===== src/rtl/fifo_pkg.sv =====
// Shared state encoding for the FIFO next-state logic and datapath.
package fifo_pkg;

  typedef logic [2:0] state_t;

  localparam state_t ST_INIT   = 3'b000;
  localparam state_t ST_NO_OP  = 3'b001;
  localparam state_t ST_WRITE  = 3'b010;
  localparam state_t ST_WR_ERR = 3'b011;
  localparam state_t ST_READ   = 3'b100;
  localparam state_t ST_RD_ERR = 3'b101;

endpackage


===== src/rtl/fifo_regfile.sv =====
// FIFO storage: one synchronous write port, one asynchronous read port, no reset.
module fifo_regfile #(
  parameter int DATA_WIDTH = 32,
  parameter int DEPTH      = 8,
  parameter int ADDR_WIDTH = 3
) (
  input  logic                  clk,
  input  logic                  we,
  input  logic [ADDR_WIDTH-1:0] waddr,
  input  logic [DATA_WIDTH-1:0] wdata,
  input  logic [ADDR_WIDTH-1:0] raddr,
  output logic [DATA_WIDTH-1:0] rdata
);

  logic [DATA_WIDTH-1:0] mem [DEPTH];

  // store the write word at the tail slot
  always_ff @(posedge clk) begin
    if (we) mem[waddr] <= wdata;
  end

  assign rdata = mem[raddr];

endmodule


===== src/rtl/fifo_datapath.sv =====
// Sequential half of the FIFO controller: state register, pointers, occupancy,
// read-data register and ack/err decode around a register-file FIFO.
//
//   state  | meaning
//   -------+-----------------------------------------------
//   INIT   | after reset or an illegal code; nothing happens
//   NO_OP  | idle cycle, everything holds
//   WRITE  | word written at tail on the loading edge
//   WR_ERR | write requested while full; nothing stored
//   READ   | word at head moved to dout on the loading edge
//   RD_ERR | read requested while empty; dout holds
module fifo_datapath
  import fifo_pkg::*;
#(
  parameter int DATA_WIDTH = 32,
  parameter int DEPTH      = 8,
  parameter int ADDR_WIDTH = 3
) (
  input  logic                  clk,
  input  logic                  reset_n,
  input  logic [2:0]            next_state,
  input  logic [DATA_WIDTH-1:0] din,
  output logic [2:0]            state,
  output logic                  full,
  output logic                  empty,
  output logic                  wr_ack,
  output logic                  wr_err,
  output logic                  rd_ack,
  output logic                  rd_err,
  output logic [DATA_WIDTH-1:0] dout,
  output logic [ADDR_WIDTH:0]   data_count
);

  localparam logic [ADDR_WIDTH:0] COUNT_FULL = (ADDR_WIDTH + 1)'(DEPTH);

  state_t                state_q;
  state_t                state_d;
  logic [ADDR_WIDTH-1:0] head;
  logic [ADDR_WIDTH-1:0] tail;
  logic [DATA_WIDTH-1:0] rdata;
  logic                  do_write;
  logic                  do_read;

  // full/empty come only from the registered count, so the loop through the
  // next-state logic stays broken by a flop
  assign full  = (data_count == COUNT_FULL);
  assign empty = (data_count == '0);

  // sanitise the requested code against the current occupancy
  always_comb begin
    state_d = next_state;
    case (next_state)
      ST_WRITE: if (full)  state_d = ST_WR_ERR;
      ST_READ:  if (empty) state_d = ST_RD_ERR;
      3'b110, 3'b111: state_d = ST_INIT;
      default: state_d = next_state;
    endcase
  end

  assign do_write = reset_n && (state_d == ST_WRITE);
  assign do_read  = reset_n && (state_d == ST_READ);

  // state, pointers, count and dout all update on the edge that loads the state
  always_ff @(posedge clk) begin
    if (!reset_n) begin
      state_q    <= ST_INIT;
      head       <= '0;
      tail       <= '0;
      data_count <= '0;
      dout       <= '0;
    end else begin
      state_q <= state_d;
      if (do_write) begin
        tail       <= tail + 1'b1;
        data_count <= data_count + 1'b1;
      end else if (do_read) begin
        dout       <= rdata;
        head       <= head + 1'b1;
        data_count <= data_count - 1'b1;
      end
    end
  end

  fifo_regfile #(
    .DATA_WIDTH (DATA_WIDTH),
    .DEPTH      (DEPTH),
    .ADDR_WIDTH (ADDR_WIDTH)
  ) u_regfile (
    .clk   (clk),
    .we    (do_write),
    .waddr (tail),
    .wdata (din),
    .raddr (head),
    .rdata (rdata)
  );

  assign state  = state_q;
  assign wr_ack = (state_q == ST_WRITE);
  assign wr_err = (state_q == ST_WR_ERR);
  assign rd_ack = (state_q == ST_READ);
  assign rd_err = (state_q == ST_RD_ERR);

endmodule


===== config.mk =====
export PLATFORM = sky130hd
export DESIGN_NAME = fifo_datapath
export DESIGN_NICKNAME = d
export VERILOG_FILES = /design/src/rtl/fifo_pkg.sv /design/src/rtl/fifo_regfile.sv /design/src/rtl/fifo_datapath.sv
export SDC_FILE = /design/constraint.sdc
export NUM_CORES = 1
export LEC_CHECK = 0
export BUFFER_PORTS_ARGS = -buffer_cell sky130_fd_sc_hd__buf_4
export CAP_MARGIN = 20
export CELL_PAD_IN_SITES_DETAIL_PLACEMENT = 0
export CELL_PAD_IN_SITES_GLOBAL_PLACEMENT = 1
export CORE_ASPECT_RATIO = 1.25
export CORE_MARGIN = 2
export CORE_UTILIZATION = 30
export DETAILED_ROUTE_END_ITERATION = 6
export PLACE_DENSITY_LB_ADDON = 0.2
export SLEW_MARGIN = 20
export SYNTH_ARGS = -nofsm -noshare
export SYNTH_HDL_FRONTEND = slang
export SYNTH_SLANG_ARGS = --single-unit
export TNS_END_PERCENT = 1

===== constraint.sdc =====
create_clock -name clk -period 7.78 [get_ports clk]
set_clock_uncertainty 0.1 [all_clocks]
set_input_delay 1.167 -clock clk [delete_from_list [all_inputs] [get_ports clk]]
set_output_delay 1.167 -clock clk [all_outputs]
set_load 0.02 [all_outputs]

# ---- After elaboration in Yosys (flattened, before gate mapping)
# Memories as Yosys holds them, arrays and structs flattened. A register that Yosys moved wholly into a read port is not among the register bits.
# Index checks and enable logic that the tools add are counted.
dict set report word_totals {
  regBits 13
  output_inout_bits 45
  word_cells 35
  in_bits 37
  n_memories 1
  ram_bits 256
}
dict set report classes {
  mux 7
  add_sub_neg 4
  eq_ne 11
  reduce_logical 7
  n_bitwise 1
}
# name words width read_ports rd_clocked_by_memory_dff wr line
set mem_list {}
lappend mem_list {u_regfile.mem 8 32 1 1 1 fifo_regfile.sv:15} ;# logic [DATA_WIDTH-1:0] mem [DEPTH];
# operator n
set ops {}
lappend ops {{$eq A3 B3 Y1 const B} 6}
lappend ops {{$eq A3 B2 Y1 const B} 4}
lappend ops {{$pmux W3 S3} 1}
lappend ops {{$mux W4} 2}
lappend ops {{$add A3 B1 Y3 const B} 2}
lappend ops {{$mux W3} 2}
lappend ops {{$add A4 B1 Y4 const B} 1}
lappend ops {{$eq A4 B4 Y1 const B} 1}
lappend ops {{$logic_not A4 Y1} 1}
lappend ops {{$sub A4 B1 Y4 const B} 1}
lappend ops {{$logic_and A1 B1 Y1} 2}
lappend ops {{$mux W1} 2}
lappend ops {{$reduce_and A2 Y1} 1}
lappend ops {{$reduce_bool A2 Y1} 1}
lappend ops {{$reduce_or A2 Y1} 1}
lappend ops {{$logic_not A1 Y1} 1}
lappend ops {{$not A1 Y1} 1}

# ---- Logic depth before layout (Yosys ltp)
dict set report depth {
  depth_word 7
  depth_mapped 8
  depth_no_buf 7
}

# ---- By module
# Synthesis repeated with hierarchy kept, for this count alone.
dict set report unflattened {
  cells_unflattened 594
  area_unflattened_um2 11606.1
}
# module area_per_inst_um2 cells_each instances seq_area_each_um2
set by_module_without_submodules {}
lappend by_module_without_submodules {fifo_regfile 9825.7 383 1 7687.4}
lappend by_module_without_submodules {fifo_datapath 1780.5 211 1 900.9}

# ---- Least setup slack after synthesis
# No wires, ideal clock.
dict set report synth_timing {
  kind {input port to flip-flop}
  start {input port reset_n}
  end {memory u_regfile.mem[2][0], enable pin}
  setup_time_ps 513
  required_ps 7167
  setup_slack_ps 1874
  t_arrival_ps 5293
  cell_stages 4
  path_buffers 1
  path_cell_list {clkbuf_1 > and4bb_2 > nand2_2 > nor4b_1}
}
dict set report synth_via {
  elab_chain_cells 3
}
# element line
set synth_rtl {}
lappend synth_rtl {{start: declaration} fifo_datapath.sv:20} ;# input logic reset_n,
lappend synth_rtl {{$logic_and A1 B1 Y1} fifo_datapath.sv:60} ;# assign do_write = reset_n && (state_d == ST_WRITE);
lappend synth_rtl {{$mux W1} fifo_regfile.sv:19} ;# if (we) mem[waddr] <= wdata;
lappend synth_rtl {{$mux W1 (implied by the code)} fifo_regfile.sv:19}
lappend synth_rtl {{end: declaration} fifo_regfile.sv:15}
# Every way passes these cells.

# ---- Worst setup path in the final report
dict set report layout_timing {
  start {register data_count[0]}
  end {output port full}
}
dict set report layout_via {
  elab_chain_cells 1
}
# element line
set layout_rtl {}
lappend layout_rtl {{start: declaration} fifo_datapath.sv:31} ;# output logic [ADDR_WIDTH:0] data_count
lappend layout_rtl {{start signal: assignment} fifo_datapath.sv:75} ;# data_count <= data_count + 1'b1;
lappend layout_rtl {{start signal: assignment} fifo_datapath.sv:79} ;# data_count <= data_count - 1'b1;
lappend layout_rtl {{$eq A4 B4 Y1} fifo_datapath.sv:46} ;# assign full = (data_count == COUNT_FULL);
lappend layout_rtl {{end: declaration} fifo_datapath.sv:24} ;# output logic full,
# Every way passes these cells.

==> impl_metrics.xml <==
<?xml version="1.0" encoding="UTF-8"?>
<metrics>
  <group name="status">
    <metric name="status" unit="">complete, no violations</metric>
  </group>
  <group name="finish">
    <metric name="nets" unit="">728</metric>
    <metric name="fillers" unit="">3432</metric>
    <metric name="final_layout_size_suffix_gt1_share" unit="%">33.0</metric>
    <metric name="multi_input_gate_area_in_the_final_layout" unit="um^2">2580</metric>
    <metric name="layout.area.seq" unit="um^2">8590</metric>
    <metric name="synthToLayoutAreaGrowth" unit="%">19.8</metric>
    <metric name="antenna-diode-count" unit="">0</metric>
  </group>
  <group name="floorplanning">
    <metric name="core" unit="um^2">37300</metric>
    <metric name="die_area" unit="um^2">39300</metric>
    <metric name="fp.dieH" unit="um">221</metric>
    <metric name="floorplan.rows" unit="">79</metric>
    <metric name="num_io_pins" unit="">82</metric>
    <metric name="start_util" unit="%">30.4</metric>
    <metric name="chipWidth" unit="um">178</metric>
  </group>
  <group name="global_route">
    <metric name="first_global_vias" unit="">5927</metric>
    <metric name="gr-usage-met2" unit="%">20.9</metric>
    <metric name="grt_first_pass_wirelength" unit="um">36200</metric>
    <metric name="number_of_antenna_violations_at_the_first_check_in_global_routing" unit="">0</metric>
    <metric name="grt.overflow.total" unit="">0</metric>
    <metric name="globalRouteMet1Util" unit="%">15.5</metric>
    <metric name="global_route.usage.met3" unit="%">1.98</metric>
    <metric name="grt_usage" unit="%">12.2</metric>
    <metric name="global_route.peak_usage_layer" unit="">met2</metric>
    <metric name="largest_net_degree_at_the_start_of_global_routing" unit="">67</metric>
  </group>
  <group name="cts">
    <metric name="clkTransAtPathRegs" unit="ns">0.06</metric>
    <metric name="cts_hold_repair.buffers" unit="">0</metric>
    <metric name="cts.sinks" unit="">301</metric>
    <metric name="cts_tree" unit="">yes</metric>
    <metric name="cts_max_path_buffers" unit="">3</metric>
    <metric name="cts_repair_resize_count" unit="">0</metric>
    <metric name="tritoncts.num_buffers" unit="">29</metric>
    <metric name="root_buffer" unit="">sky130_fd_sc_hd__clkbuf_16</metric>
    <metric name="cts_setup_buffers" unit="">0</metric>
    <metric name="htree_levels" unit="">1</metric>
    <metric name="clock_insertion_delay_worst_skew" unit="ns">0.56</metric>
  </group>
  <group name="logic_synthesis">
    <metric name="synth_compound_gate_area_share" unit="%">3.79</metric>
    <metric name="synth.lib_cells_used.distinct" unit="">36</metric>
    <metric name="synth-xor-area-share" unit="%">0.530</metric>
    <metric name="post_synth_fa_ha_maj_area_fraction" unit="%">0.619</metric>
    <metric name="synth_seq_cells" unit="">301</metric>
    <metric name="synth_largest_area_cell" unit="">sky130_fd_sc_hd__edfxtp_1</metric>
    <metric name="synth.top_cell.area_share" unit="%">67.9</metric>
    <metric name="dominantRegCellSynth" unit="">sky130_fd_sc_hd__edfxtp_1</metric>
    <metric name="synth_area_leaders" unit="">sky130_fd_sc_hd__edfxtp_1 (68%), sky130_fd_sc_hd__mux4_2 (13%), sky130_fd_sc_hd__dfxtp_1 (8.0%)</metric>
    <metric name="postSynthCellCount" unit="">593</metric>
    <metric name="synth_nets" unit="">635</metric>
    <metric name="synthSimpleGateAreaFrac" unit="%">4.29</metric>
    <metric name="main_combinational_cell_family_by_area_after_synthesis" unit="">multiplexers</metric>
    <metric name="synth_warnings" unit="">0</metric>
    <metric name="postSynth.asyncResetShare" unit="%">0</metric>
    <metric name="yosys-mux-area-fraction" unit="%">13.2</metric>
    <metric name="synth.yosys.seq_area_share" unit="%">75.8</metric>
    <metric name="post_synth.cell_area_avg" unit="um^2">19.1</metric>
    <metric name="synth_enable_flop_cells" unit="">256</metric>
    <metric name="synth.cell_area" unit="um^2">11300</metric>
  </group>
  <group name="pwr">
    <metric name="power.density" unit="nW/um^2">248</metric>
    <metric name="peakVddDrop" unit="mV">0.154</metric>
    <metric name="finalPower" unit="W">0.00336</metric>
    <metric name="cellLeakagePower" unit="nW">4.47</metric>
  </group>
  <group name="timing">
    <metric name="timing.fmax" unit="MHz">314</metric>
    <metric name="final_min_period_over_clock_period" unit="%">41.0</metric>
    <metric name="worst_rel_slew_slack" unit="%">35.3</metric>
    <metric name="final-setup-viol-count" unit="">0</metric>
    <metric name="worst_slew_pin_slew" unit="ns">0.971</metric>
    <metric name="final_hold_viol_count" unit="">0</metric>
    <metric name="min_period" unit="ns">3.19</metric>
    <metric name="slew_violations" unit="">0</metric>
    <metric name="setup_repair_after_global_routing_missed_its_margin" unit="">false</metric>
    <metric name="setup-tns-final" unit="ns">0</metric>
  </group>
  <group name="placement">
    <metric name="place.gp.congestion" unit="">0.729</metric>
    <metric name="port_buffers" unit="">81</metric>
    <metric name="place.detailed.hpwl" unit="um">13800</metric>
  </group>
  <group name="route">
    <metric name="antenna_violating_nets_post_route" unit="">0</metric>
    <metric name="dr.first_iter.drc_count" unit="">353</metric>
    <metric name="postRouteWirelength" unit="um">23700</metric>
    <metric name="drc_errors" unit="">0</metric>
    <metric name="avgViaCountPerCell" unit="">4.72</metric>
    <metric name="drt_first_pass_iters" unit="">4</metric>
    <metric name="detailroute.via_count" unit="">5639</metric>
    <metric name="wl_per_cell" unit="um">19.9</metric>
  </group>
  <group name="critical_path">
    <metric name="criticalPathCategory" unit="">flip-flop to primary output</metric>
    <metric name="arrival_time_of_the_worst_setup_path" unit="ns">1.92</metric>
    <metric name="crit_required" unit="ns">6.51</metric>
    <metric name="critPathMaxFanout" unit="">7</metric>
    <metric name="startpoint_type" unit="">flip-flop</metric>
    <metric name="critical_path.endpoint_type" unit="">primary output</metric>
  </group>
  <group name="hold_path">
    <metric name="hold_path.class" unit="">flip-flop to flip-flop</metric>
  </group>
  <group name="job">
    <metric name="drv.max_cap_violation_count" unit="">0</metric>
  </group>
</metrics>
[state kept, by name, indices dropped and copies added, names as in the netlist]
register	flops
data_count	4
tail	3
head	3
state	3
dout	32
u_regfile.mem	256
[cell usage after synthesis (2+ instances only)]
cell type and n:
sky130_fd_sc_hd__buf_2 8, sky130_fd_sc_hd__nor2_1 10, sky130_fd_sc_hd__nor4b_1 2, sky130_fd_sc_hd__clkbuf_1 16, sky130_fd_sc_hd__nand3_1 5, sky130_fd_sc_hd__a31oi_1 32
sky130_fd_sc_hd__and3b_1 2, sky130_fd_sc_hd__nand2_1 71, sky130_fd_sc_hd__a21oi_1 2, sky130_fd_sc_hd__o21ai_2 6, sky130_fd_sc_hd__mux2i_1 5, sky130_fd_sc_hd__buf_4 2
sky130_fd_sc_hd__nor3_1 2, sky130_fd_sc_hd__and4bb_2 2, sky130_fd_sc_hd__nor4_1 2, sky130_fd_sc_hd__ha_1 4, sky130_fd_sc_hd__dfxtp_1 45, sky130_fd_sc_hd__edfxtp_1 256
sky130_fd_sc_hd__buf_6 5, sky130_fd_sc_hd__nor3b_1 5, sky130_fd_sc_hd__mux4_2 64, sky130_fd_sc_hd__o21ai_0 26, sky130_fd_sc_hd__buf_1 2, sky130_fd_sc_hd__inv_1 3
sky130_fd_sc_hd__xor2_1 5
[path summary, 6_finish.rpt]
kind	from	end	slack, ns	depth (start not counted)
max	data_count[0]$_SDFFE_PN0P_	full	4.59	3
min	dout[21]$_SDFFE_PN0P_	dout[21]$_SDFFE_PN0P_	0.43	2
max reg2reg	data_count[0]$_SDFFE_PN0P_	data_count[3]$_SDFFE_PN0P_	5.13	7
min reg2reg	dout[21]$_SDFFE_PN0P_	dout[21]$_SDFFE_PN0P_	0.43	2
[cells by family (layout without fill, tap and decap cells)]
| kind of cell | Yosys count | count (layout) |
|---|---|---|
| AND/OR/NAND/NOR | 105 | 105 |
| flip-flops | 301 | 301 |
| buffers and inverters | 38 | 154 |
| XOR/XNOR | 6 | 6 |
| adder cells (fa/ha/maj) | 5 | 5 |
| multiplexers | 69 | 69 |
| AO/OA/AOI/OAI | 69 | 69 |
[final cells by class]
cell class              instances  share of cell area (%)
well taps                     486                    4.48
multi-input cells             254                    19.0
clock inverters                17                    1.65
clock buffers                  37                    5.94
flip-flops and latches        301                    63.3
repair buffers                 96                    5.46
inverters                       4                   0.111
[where the power goes]
group	leakage (nW)	switching [W]	total [W]	internal, W
clock network	0.502	0.000602	0.00150	0.000899
registers	2.67	0.00000816	0.00176	0.00176
logic	1.30	0.0000545	0.0000955	0.0000410
[worst max-delay path, stage by stage (launching register included)]
cell	delay (ns)
sky130_fd_sc_hd__dfxtp_1	0.39
sky130_fd_sc_hd__or4b_1	0.72
sky130_fd_sc_hd__inv_1	0.11
sky130_fd_sc_hd__buf_4	0.14
[metrics by stage]
stage                     instance area (um^2)  instances  hold WS [ns]  worst slack (ns)  util (%)
after floorplan                          11300        593         0.416              1.87         -
after global placement                   12500       1140         0.422              4.04      33.6
after detailed placement                 12500       1141         0.423              4.21      33.7
final                                    13600       1195         0.427              4.59      36.4
after global routing                     13600       1195         0.449              4.49      36.4
after CTS                                13600       1195         0.435              4.54      36.4
[placed cells by master (no fill, tap or decap), drive strengths merged, types with 3 or more instances in the layout]
master / count
xor2: 5
nor2: 10
nand3: 5
clkinv: 8
o21ai: 32
inv: 5
ha: 4
a31oi: 32
mux4: 64
dfxtp: 45
nor3b: 5
mux2i: 5
clkinvlp: 3
edfxtp: 256
clkbuf: 37
buf: 96
bufinv: 5
nand2: 72
[routing by layer]
metal	vias up	routed length, um
met4	0	593
met2	115	12200
met3	38	904
li1	2557	-
met1	2929	9990
met5	-	0
Power figures use the tool's default switching activity.
